===== src/rtl/uart_tx_feeder.sv =====
// Byte FIFO plus send sequencer feeding a uart: presents one byte at a time on
// uart_start/uart_tx_in and holds it until the uart reports tx_done.
module uart_tx_feeder #(
    parameter int DEPTH    = 16,
    parameter int IDLE_GAP = 2
) (
    input  logic                       clk,
    input  logic                       rst,
    input  logic                       wr_en,
    input  logic [7:0]                 wr_data,
    output logic                       full,
    output logic                       empty,
    output logic [$clog2(DEPTH):0]     count,
    output logic                       overflow,
    output logic                       busy,
    output logic                       uart_start,
    output logic [7:0]                 uart_tx_in,
    input  logic                       uart_tx_done
);
    localparam int AW = $clog2(DEPTH);
    localparam int CW = AW + 1;
    localparam int GW = (IDLE_GAP > 1) ? $clog2(IDLE_GAP) : 1;

    typedef enum logic [1:0] {IDLE, SEND, GAP} state_t;

    logic [7:0]    mem [DEPTH];
    logic [AW-1:0] wr_ptr_reg, rd_ptr_reg;
    logic [CW-1:0] count_reg, count_next;
    logic          full_reg, empty_reg, overflow_reg, done_d_reg;
    state_t        state_reg, state_next;
    logic [GW-1:0] gap_cnt_reg, gap_cnt_next;
    logic          start_reg, start_next;
    logic [7:0]    tx_reg, tx_next;

    logic push, pop, done_rise;

    assign push      = wr_en & ~full_reg;
    assign pop       = (state_reg == IDLE) & ~empty_reg;
    assign done_rise = uart_tx_done & ~done_d_reg;

    always_comb begin
        count_next = count_reg;
        case ({push, pop})
            2'b10:   count_next = count_reg + 1'b1;
            2'b01:   count_next = count_reg - 1'b1;
            default: count_next = count_reg;
        endcase
    end

    // Storage has no reset so it can map onto block RAM
    always_ff @(posedge clk) begin
        if (push) begin
            mem[wr_ptr_reg] <= wr_data;
        end
    end

    always_ff @(posedge clk or posedge rst) begin
        if (rst) begin
            wr_ptr_reg   <= '0;
            rd_ptr_reg   <= '0;
            count_reg    <= '0;
            full_reg     <= 1'b0;
            empty_reg    <= 1'b1;
            overflow_reg <= 1'b0;
            done_d_reg   <= 1'b0;
        end else begin
            if (push) wr_ptr_reg <= wr_ptr_reg + 1'b1;
            if (pop)  rd_ptr_reg <= rd_ptr_reg + 1'b1;
            count_reg  <= count_next;
            full_reg   <= (count_next == CW'(DEPTH));
            empty_reg  <= (count_next == '0);
            done_d_reg <= uart_tx_done;
            if (wr_en && full_reg) overflow_reg <= 1'b1;
        end
    end

    // The IDLE cycle before a pop counts as the last gap cycle, so GAP itself
    // lasts IDLE_GAP-1 cycles and uart_start is low for exactly IDLE_GAP cycles.
    always_comb begin
        state_next   = state_reg;
        gap_cnt_next = gap_cnt_reg;
        start_next   = start_reg;
        tx_next      = tx_reg;
        case (state_reg)
            IDLE: begin
                if (!empty_reg) begin
                    tx_next    = mem[rd_ptr_reg];
                    start_next = 1'b1;
                    state_next = SEND;
                end
            end
            SEND: begin
                if (done_rise) begin
                    start_next = 1'b0;
                    if (IDLE_GAP == 1) begin
                        state_next = IDLE;
                    end else begin
                        gap_cnt_next = GW'(IDLE_GAP - 1);
                        state_next   = GAP;
                    end
                end
            end
            GAP: begin
                if (gap_cnt_reg <= GW'(1)) begin
                    state_next = IDLE;
                end else begin
                    gap_cnt_next = gap_cnt_reg - 1'b1;
                end
            end
            default: state_next = IDLE;
        endcase
    end

    always_ff @(posedge clk or posedge rst) begin
        if (rst) begin
            state_reg   <= IDLE;
            gap_cnt_reg <= '0;
            start_reg   <= 1'b0;
            tx_reg      <= 8'h00;
        end else begin
            state_reg   <= state_next;
            gap_cnt_reg <= gap_cnt_next;
            start_reg   <= start_next;
            tx_reg      <= tx_next;
        end
    end

    assign full       = full_reg;
    assign empty      = empty_reg;
    assign count      = count_reg;
    assign overflow   = overflow_reg;
    assign busy       = (state_reg != IDLE);
    assign uart_start = start_reg;
    assign uart_tx_in = tx_reg;
endmodule


===== config.mk =====
export PLATFORM = sky130hd
export DESIGN_NAME = uart_tx_feeder
export DESIGN_NICKNAME = d
export VERILOG_FILES = /design/src/rtl/uart_tx_feeder.sv
export SDC_FILE = /design/constraint.sdc
export NUM_CORES = 1
export LEC_CHECK = 0
export ABC_CLOCK_PERIOD_IN_PS = 3500
export CAP_MARGIN = 20
export CORE_MARGIN = 10
export CORE_UTILIZATION = 55
export CTS_BUF_LIST = sky130_fd_sc_hd__clkbuf_2 sky130_fd_sc_hd__clkbuf_4 sky130_fd_sc_hd__clkbuf_8
export DETAILED_ROUTE_END_ITERATION = 7
export PLACE_DENSITY = 0.83
export SYNTH_ARGS = -nofsm -noshare
export SYNTH_HDL_FRONTEND = slang
export SYNTH_SLANG_ARGS = --single-unit

===== constraint.sdc =====
create_clock -name clk -period 3.5 [get_ports clk]
set_input_delay 0.525 -clock clk [delete_from_list [all_inputs] [get_ports clk]]
set_output_delay 0.525 -clock clk [all_outputs]
set_load 0.01 [all_outputs]

# Word-level counts from Yosys, hierarchy flattened
# Memory sizes are Yosys's and may differ from the RTL's. A register that Yosys moved wholly into a read port is not among the register bits.
# Index checks and enable logic that the tools add are counted.
[word_totals]
register_bits = 21
ram_bits = 128
in_bits = 12
out_inout_bits = 18
word_cells = 55
mem_count = 1
[classes]
add_sub_neg = 5
order_cmp = 1
eq_ne = 9
n_mux = 13
bitwise = 6
reduce_logical = 10
[mem_list]
columns = ["memory", "words", "width", "read_ports", "rd_ports_with_merged_regs", "wr", "line_no", "rtl"]
rows = [
  ["mem", 16, 8, 1, 1, 1, "26", "logic [7:0] mem [DEPTH];"],
]
[ops]
columns = ["op", "n"]
rows = [
  ["5-bit one-hot mux with 2 select lines", 1],
  ["3-bit AND reduction", 3],
  ["4-bit by 1-bit adder with 4-bit output, second input constant", 2],
  ["2-bit inequality test, second input constant", 4],
  ["1-bit 2-to-1 mux", 6],
  ["2-bit 2-to-1 mux", 3],
  ["2-bit one-hot mux with 3 select lines", 1],
  ["2-bit nonzero test", 3],
  ["5-bit by 1-bit adder with 5-bit output, second input constant", 1],
  ["5-bit equality test, second input constant", 1],
  ["5-bit zero test", 1],
  ["5-bit by 1-bit subtractor with 5-bit output, second input constant", 1],
  ["2-bit by 1-bit equality test with 1-bit output, second input constant", 2],
  ["2-bit equality test, second input constant", 2],
  ["1-bit one-hot mux with 2 select lines", 2],
  ["1-bit AND", 3],
  ["1-bit NOT", 3],
  ["2-bit zero test", 1],
  ["2-bit AND reduction", 1],
  ["1-bit less-or-equal comparator, second input constant", 1],
  ["1-bit logical AND", 1],
  ["1-bit subtractor, second input constant", 1],
]

# Depth between registers and ports, before layout
# Gate-level depths: netlist of the first run.
[logic_depth]
word_depth = 5
mapped_depth = 12

# Least setup slack after synthesis of the first run
# Ideal clock, no wire load.
[synth_timing]
kind = "register -> register"
startpoint = "reg state_reg[0]"
endpoint = "reg full_reg (netlist: full)"
setup_ns = 0.105
arrival_ns = 2.466
required_ns = 3.395
setup_slack_ns = 0.929
stages_incl_launch_ff = 11
n_path_buf = 2
synth_period_minus_slack_ns = 2.571
path_cell_list = "dfrtp_1 > or3_1 > buf_6 > clkinv_4 > clkbuf_1 > ha_1 > a21boi_0 > o21bai_1 > a211o_1 > xor2_1 > nor4b_1"
[synth_between]
elab_chain_len = 5
[synth_rtl]
columns = ["element", "line_no", "rtl"]
rows = [
  ["from (decl)", "30", "state_t state_reg, state_next;"],
  ["from (signal assigned)", "121", "state_reg <= state_next;"],
  ["2-bit zero test (*)", "38", "assign pop = (state_reg == IDLE) & ~empty_reg;"],
  ["1-bit AND (*)", "38", ""],
  ["2-bit by 1-bit equality test with 1-bit output or 2-bit equality test (tied branches)", "43", "case ({push, pop})"],
  ["5-bit one-hot mux with 2 select lines (*)", "43", ""],
  ["5-bit equality test (*)", "70", "full_reg <= (count_next == CW'(DEPTH));"],
  ["to (signal assigned)", "70", ""],
  ["to (decl)", "29", "logic full_reg, empty_reg, overflow_reg, done_d_reg;"],
]
# Mark *: on every way between the ends. The rest lies on a longest branch, timed or not.
# A chain may end at the register's enable or synchronous reset.

# Worst setup path after layout of the first run
# Same ends and word-level chain as after synthesis.

==> results_dict.tcl, run 1 <==
set metrics [dict create \
    crit_path_end_kind "flop" \
    synth.top_cell.area_share_pct 62.1 \
    final_area_sq_mm 0.00714 \
    htree_levels 4 \
    cts-root-buf "clkbuf_8" \
    setup.worst_path.start "state_reg[0]$_DFFE_PP0P_" \
    final_nets 393 \
    synth_top_family_by_area "multiplexers" \
    cts_made_buffers 17 \
    die_w_um 126 \
    max_freq_mhz 322 \
    clkTransAtPathRegs_ps 90 \
    antenna_found_initial 0 \
    worst_clock_skew_ps 10.5 \
    synth-seq-area-share_pct 73.4 \
    gp_congestion 0.751 \
    die_h_um 126 \
    ant_nets 0 \
    fin_cells 527 \
    io_pins 30 \
    syn_to_final_growth_pct 15.3 \
    synth_area_leaders "edfxtp_1, mux4_2, dfrtp_1, nand2_1, ha_1" \
    hold_class "input port to async pin" \
    synth_cells 331 \
    vdd_drop_max_v 0.000686 \
    cts-resized-gates 0 \
    holdBufCountCts 0 \
    wire_per_inst_um 21.0 \
    cap_viol_max_count 0 \
    start_util_pct 56.6 \
    synth_top_cell_by_area "edfxtp_1" \
    die_area_sq_mm 0.0159 \
    rsz0062_at_grt "false" \
    muxShareOfSynthArea_pct 14.7 \
    finalPower_uw 5900 \
    slew_headroom_pct 41.0 \
    overflow 0 \
    grt_max_degree 29 \
    grt_pass1_vias 3270 \
    synth-compound-area-share_pct 1.66 \
    fin_tns_setup_ps 0 \
    synth_warnings 0 \
    largest_reg_flops 128 \
    maxSlewViolCount 0 \
    post-route-drc-count 0 \
    drtIter0Drc 336 \
    synthAdderAreaFrac_pct 1.41 \
    coreArea_sq_mm 0.0109 \
    worstSkewPairLatency_ps 440 \
    cts_tree "done" \
    cp_max_fo 16 \
    synth_xor_area_share_pct 1.56 \
    crit_type "flop to flop" \
    rows 38 \
    finalCritPeriodShare_pct 88.9 \
    synth_nets 350 \
    setup_viol 0 \
    critPathArrivalTime_ps 3450 \
    vias_per_cell 5.76 \
    outcome "finished clean" \
    antenna_cells 0 \
    final_cell_mix "edfxtp_1, mux4_2, nand2_1" \
    async_reset_ff_share_pct 17.9 \
    worst_r2r_startpoint "state_reg[0]$_DFFE_PP0P_" \
    final_layout_size_suffix_gt1_share_pct 22.7 \
    track_usage_pct 14.6 \
    dp_slack_ps 334 \
    netlist_area_sq_mm 0.00619 \
    first_pass_iters 5 \
    ys_types 36 \
    worst_slack_ps 390 \
    port_buffers 29 \
    synth_area_per_cell_sq_um 18.7 \
    hpwl_mm 7.47 \
    power.leakage_uw 0.00246 \
    cp-start-kind "flop" \
    hold_viol 0 \
    finalCriticalPeriod_ps 3110 \
    power.density_mw_per_mm2 826 \
    drt-total-wl_mm 11.0 \
    synth-edff-count 128 \
    cts.sinks 156 \
    worst_pin_slew_ps 881 \
    post_cts_buffers 0 \
    yosys_register_bits 156 \
    synth-simple-area-share_pct 5.49 \
    grt_pass1_wl_mm 17.9 \
    dp.cells 494 \
    via_count 3036 \
    final_common_cell "edfxtp_1" \
    crit_required_ps 3840 \
    postPlaceCellArea_sq_mm 0.00668 \
    synthFlopType "edfxtp_1" \
    cts_max_path_buffers 2 \
]
==> kinds of logic (layout without fill, tap and decap cells) <==
kind of cell | count (synthesis) | after routing
DFF | 156 | 156
and+or+nand+nor | 74 | 74
muxes | 41 | 41
buffers and inverters | 25 | 81
AOI/OAI and AO/OA | 17 | 17
xor gates and xnor gates | 11 | 11
adders and majority gates | 7 | 7
==> metrics by stage <==
step / hold slack, ps / utilization (%)
final: 324 / 65.3
after global routing: 325 / 65.3
after CTS: 463 / 65.1
after detailed placement: 445 / 61.1
after global placement: 439 / 61.1
after floorplan: 431 / -
==> power by group <==
group          internal (uW)  total [uW]  leakage, uW  switching (uW)
sequential              2330        2610      0.00149             286
clock                    786        1420     0.000207             635
combinational            985        1870     0.000764             885
total                   4100        5900      0.00246            1810
==> cells in the mapped netlist, types with 2 or more instances <==
master and instances:
nand2_1 36, nor2b_1 3, ha_1 7, nor3_1 5
nor2_1 17, mux4_2 40, a21oi_1 5, xor2_1 3
o21ai_0 5, buf_2 3, clkbuf_1 10, inv_1 7
edfxtp_1 128, nand2b_1 3, buf_1 3, xnor2_1 8
dfrtp_1 27, nand4_1 2, nor4b_1 2
==> per-layer routing <==
| layer | track usage (%) | routed length, um | up-vias |
|---|---|---|---|
| met5 | 0 | 0 | - |
| met2 | 23.4 | 5720 | 88 |
| met1 | 18.1 | 4560 | 1565 |
| li1 | - | - | 1366 |
| met3 | 4.15 | 553 | 17 |
| met4 | 6.23 | 216 | 0 |
==> worst max-delay path: stages, from the launching register on <==
cell,delay (ps)
dfrtp_1,410
or3_1,620
clkinv_4,220
nand2_4,70
xnor2_1,130
ha_1,240
o21ai_0,150
nor4b_1,330
o21bai_1,110
a211o_1,320
xor2_1,160
nor4b_1,240
==> final timing paths <==
path                                        endpoint  slack (ps)  cells after the start
max                                   full$_DFF_PP0_         390                     11
min                        uart_tx_in[0]$_DFFE_PP0P_         320                      2
max reg2reg                           full$_DFF_PP0_         390                     11
min reg2reg                     overflow$_DFFE_PP0P_         460                      1
max in group asynchronous            empty$_DFF_PP1_        2670                      3
min in group clk                overflow$_DFFE_PP0P_         460                      1
==> final cells by class <==
type,count,area [sq um]
multi-input cells,150,1540
flip-flops and latches,156,4550
repair buffers,41,413
clock inverters,14,194
inverters,8,35.0
fillers,702,3790
well taps,140,175
clock buffers,18,241
No activity file was read; power rests on OpenSTA's default activity.
==> inputs of run 2 (changes only) <==
--- a/config.mk
+++ b/config.mk
@@ -6,7 +6,6 @@
 export NUM_CORES = 1
 export LEC_CHECK = 0
 export ABC_CLOCK_PERIOD_IN_PS = 3500
-export CAP_MARGIN = 20
 export CORE_MARGIN = 10
 export CORE_UTILIZATION = 55
 export CTS_BUF_LIST = sky130_fd_sc_hd__clkbuf_2 sky130_fd_sc_hd__clkbuf_4 sky130_fd_sc_hd__clkbuf_8
==> constraint.sdc (replaced) <==
create_clock -name clk -period 3.5 [get_ports clk]
set_input_delay 0.525 -clock clk [delete_from_list [all_inputs] [get_ports clk]]
set_output_delay 0.525 -clock clk [all_outputs]
set_load 0.005 [all_outputs]
==> results_dict.tcl, run 2 (synthesis gave the netlist of run 1 again) <==
set metrics [dict create \
    cap_viol_max_count 0 \
    power.leakage_uw 0.00245 \
    worstSkewPairLatency_ps 440 \
    p_comb_share_pct 31.2 \
    cts-resized-gates 0 \
    clkTransAtPathRegs_ps 80 \
    critPathArrivalTime_ps 3450 \
    worst_clock_skew_ps 8.80 \
    syn_to_final_growth_pct 14.9 \
    grt_pass1_wl_mm 17.9 \
    finalCritPeriodShare_pct 88.7 \
    track_usage_pct 14.6 \
    post-route-drc-count 0 \
    cp-start-kind "flop" \
    post_cts_buffers 0 \
    final_common_cell "edfxtp_1" \
    hold_viol 0 \
    grt_max_degree 29 \
    rows 38 \
    outcome "finished clean" \
    finalCriticalPeriod_ps 3100 \
    wire_per_inst_um 21.0 \
    port_buffers 29 \
    hold_class "flop to flop" \
    largest_reg_flops 128 \
    crit_path_end_kind "flop" \
    p_int_uw 4090 \
    die_h_um 126 \
    overflow 0 \
    final_area_sq_mm 0.00712 \
    maxSlewViolCount 0 \
    die_w_um 126 \
    fin_tns_setup_ps 0 \
    antenna_found_initial 0 \
    cts.sinks 156 \
    finalPower_uw 5870 \
    max_freq_mhz 322 \
    drt-total-wl_mm 11.0 \
    drtIter0Drc 316 \
    postPlaceCellArea_sq_mm 0.00668 \
    cts-root-buf "clkbuf_8" \
    crit_type "flop to flop" \
    io_pins 30 \
    holdBufCountCts 0 \
    htree_levels 4 \
    cts_max_path_buffers 2 \
    post-route-util_pct 65.1 \
    gp_congestion 0.751 \
    start_util_pct 56.6 \
    coreArea_sq_mm 0.0109 \
    slew_headroom_pct 28.5 \
    share_seq_of_total_power_pct 44.6 \
    vias_per_cell 5.79 \
    via_count 3047 \
    final_layout_size_suffix_gt1_share_pct 22.5 \
    dp_slack_ps 334 \
    vdd_drop_max_v 0.000680 \
    cts_tree "done" \
    clkPwrFrac_pct 24.3 \
    final_cell_mix "edfxtp_1, mux4_2, nand2_1" \
    final_nets 392 \
    power.density_mw_per_mm2 824 \
    p_sw_uw 1770 \
    ant_nets 0 \
    cts_made_buffers 17 \
    rsz0062_at_grt "false" \
    die_area_sq_mm 0.0159 \
    grt_pass1_vias 3270 \
    crit_required_ps 3840 \
    worst_pin_slew_ps 1070 \
    hpwl_mm 7.47 \
    worst_slack_ps 396 \
    setup_viol 0 \
    first_pass_iters 5 \
    p_sw_share_pct 30.2 \
    cp_max_fo 16 \
    antenna_cells 0 \
    r2r_slack_ps 400 \
]
==> run 2: cell count changes in the layout (fill, tap and decap cells not counted) <==
cell	before	now
buf_16	1	0
==> run 2: area by class of cell <==
class                      count  area [sq um]
sequential                   156          4550
fill                         706          3820
multi-input combinational    150          1540
timing repair buffer          40           385
clock buffer                  18           241
clock inverter                14           194
tap                          140           175
inverter                       8          35.0
==> run 2: path summary, 6_finish.rpt <==
path                            cells after the start                        end                     start
worst max-delay path                               11             full$_DFF_PP0_  state_reg[0]$_DFFE_PP0P_
worst min-delay path                                1   state_reg[0]$_DFFE_PP0P_  state_reg[1]$_DFFE_PP0P_
worst max register to register                     11             full$_DFF_PP0_  state_reg[0]$_DFFE_PP0P_
worst min register to register                      1   state_reg[0]$_DFFE_PP0P_  state_reg[1]$_DFFE_PP0P_
max in group asynchronous                           2  rd_ptr_reg[0]$_DFFE_PP0P_                       rst
min in group asynchronous                           2  uart_tx_in[0]$_DFFE_PP0P_                       rst
==> run 2: power groups by stage <==
stage                     sequential [uW]  clock (uW)  combinational, uW
after CTS                            2620        1450               1850
final                                2610        1420               1830
after detailed placement             2650           0               1830
after global routing                 2670        1530               1990
after global placement               2630           0               1780
after floorplan                      2480           0               1400
==> run 2: layer usage <==
metal  global-route usage (%)  wire length (um)
met2                     23.4              5700
met3                     4.15               486
met4                     6.23               254
met5                        0                 0
met1                     18.1              4610
==> run 2: per-stage QoR <==
stage	std cells	hold slack (ps)
after floorplan	331	431
after global placement	494	439
after global routing	526	494
after CTS	526	463
final	526	461
after detailed placement	494	445
==> run 2: worst max-delay path, stage by stage, from the launching register on <==
cell and delay, ps:
dfrtp_1 410, or3_1 620, clkinv_4 220, nand2_4 70, xnor2_1 140, ha_1 240
o21ai_0 150, nor4b_1 330, o21bai_1 110, a211o_1 320, xor2_1 160, nor4b_1 240
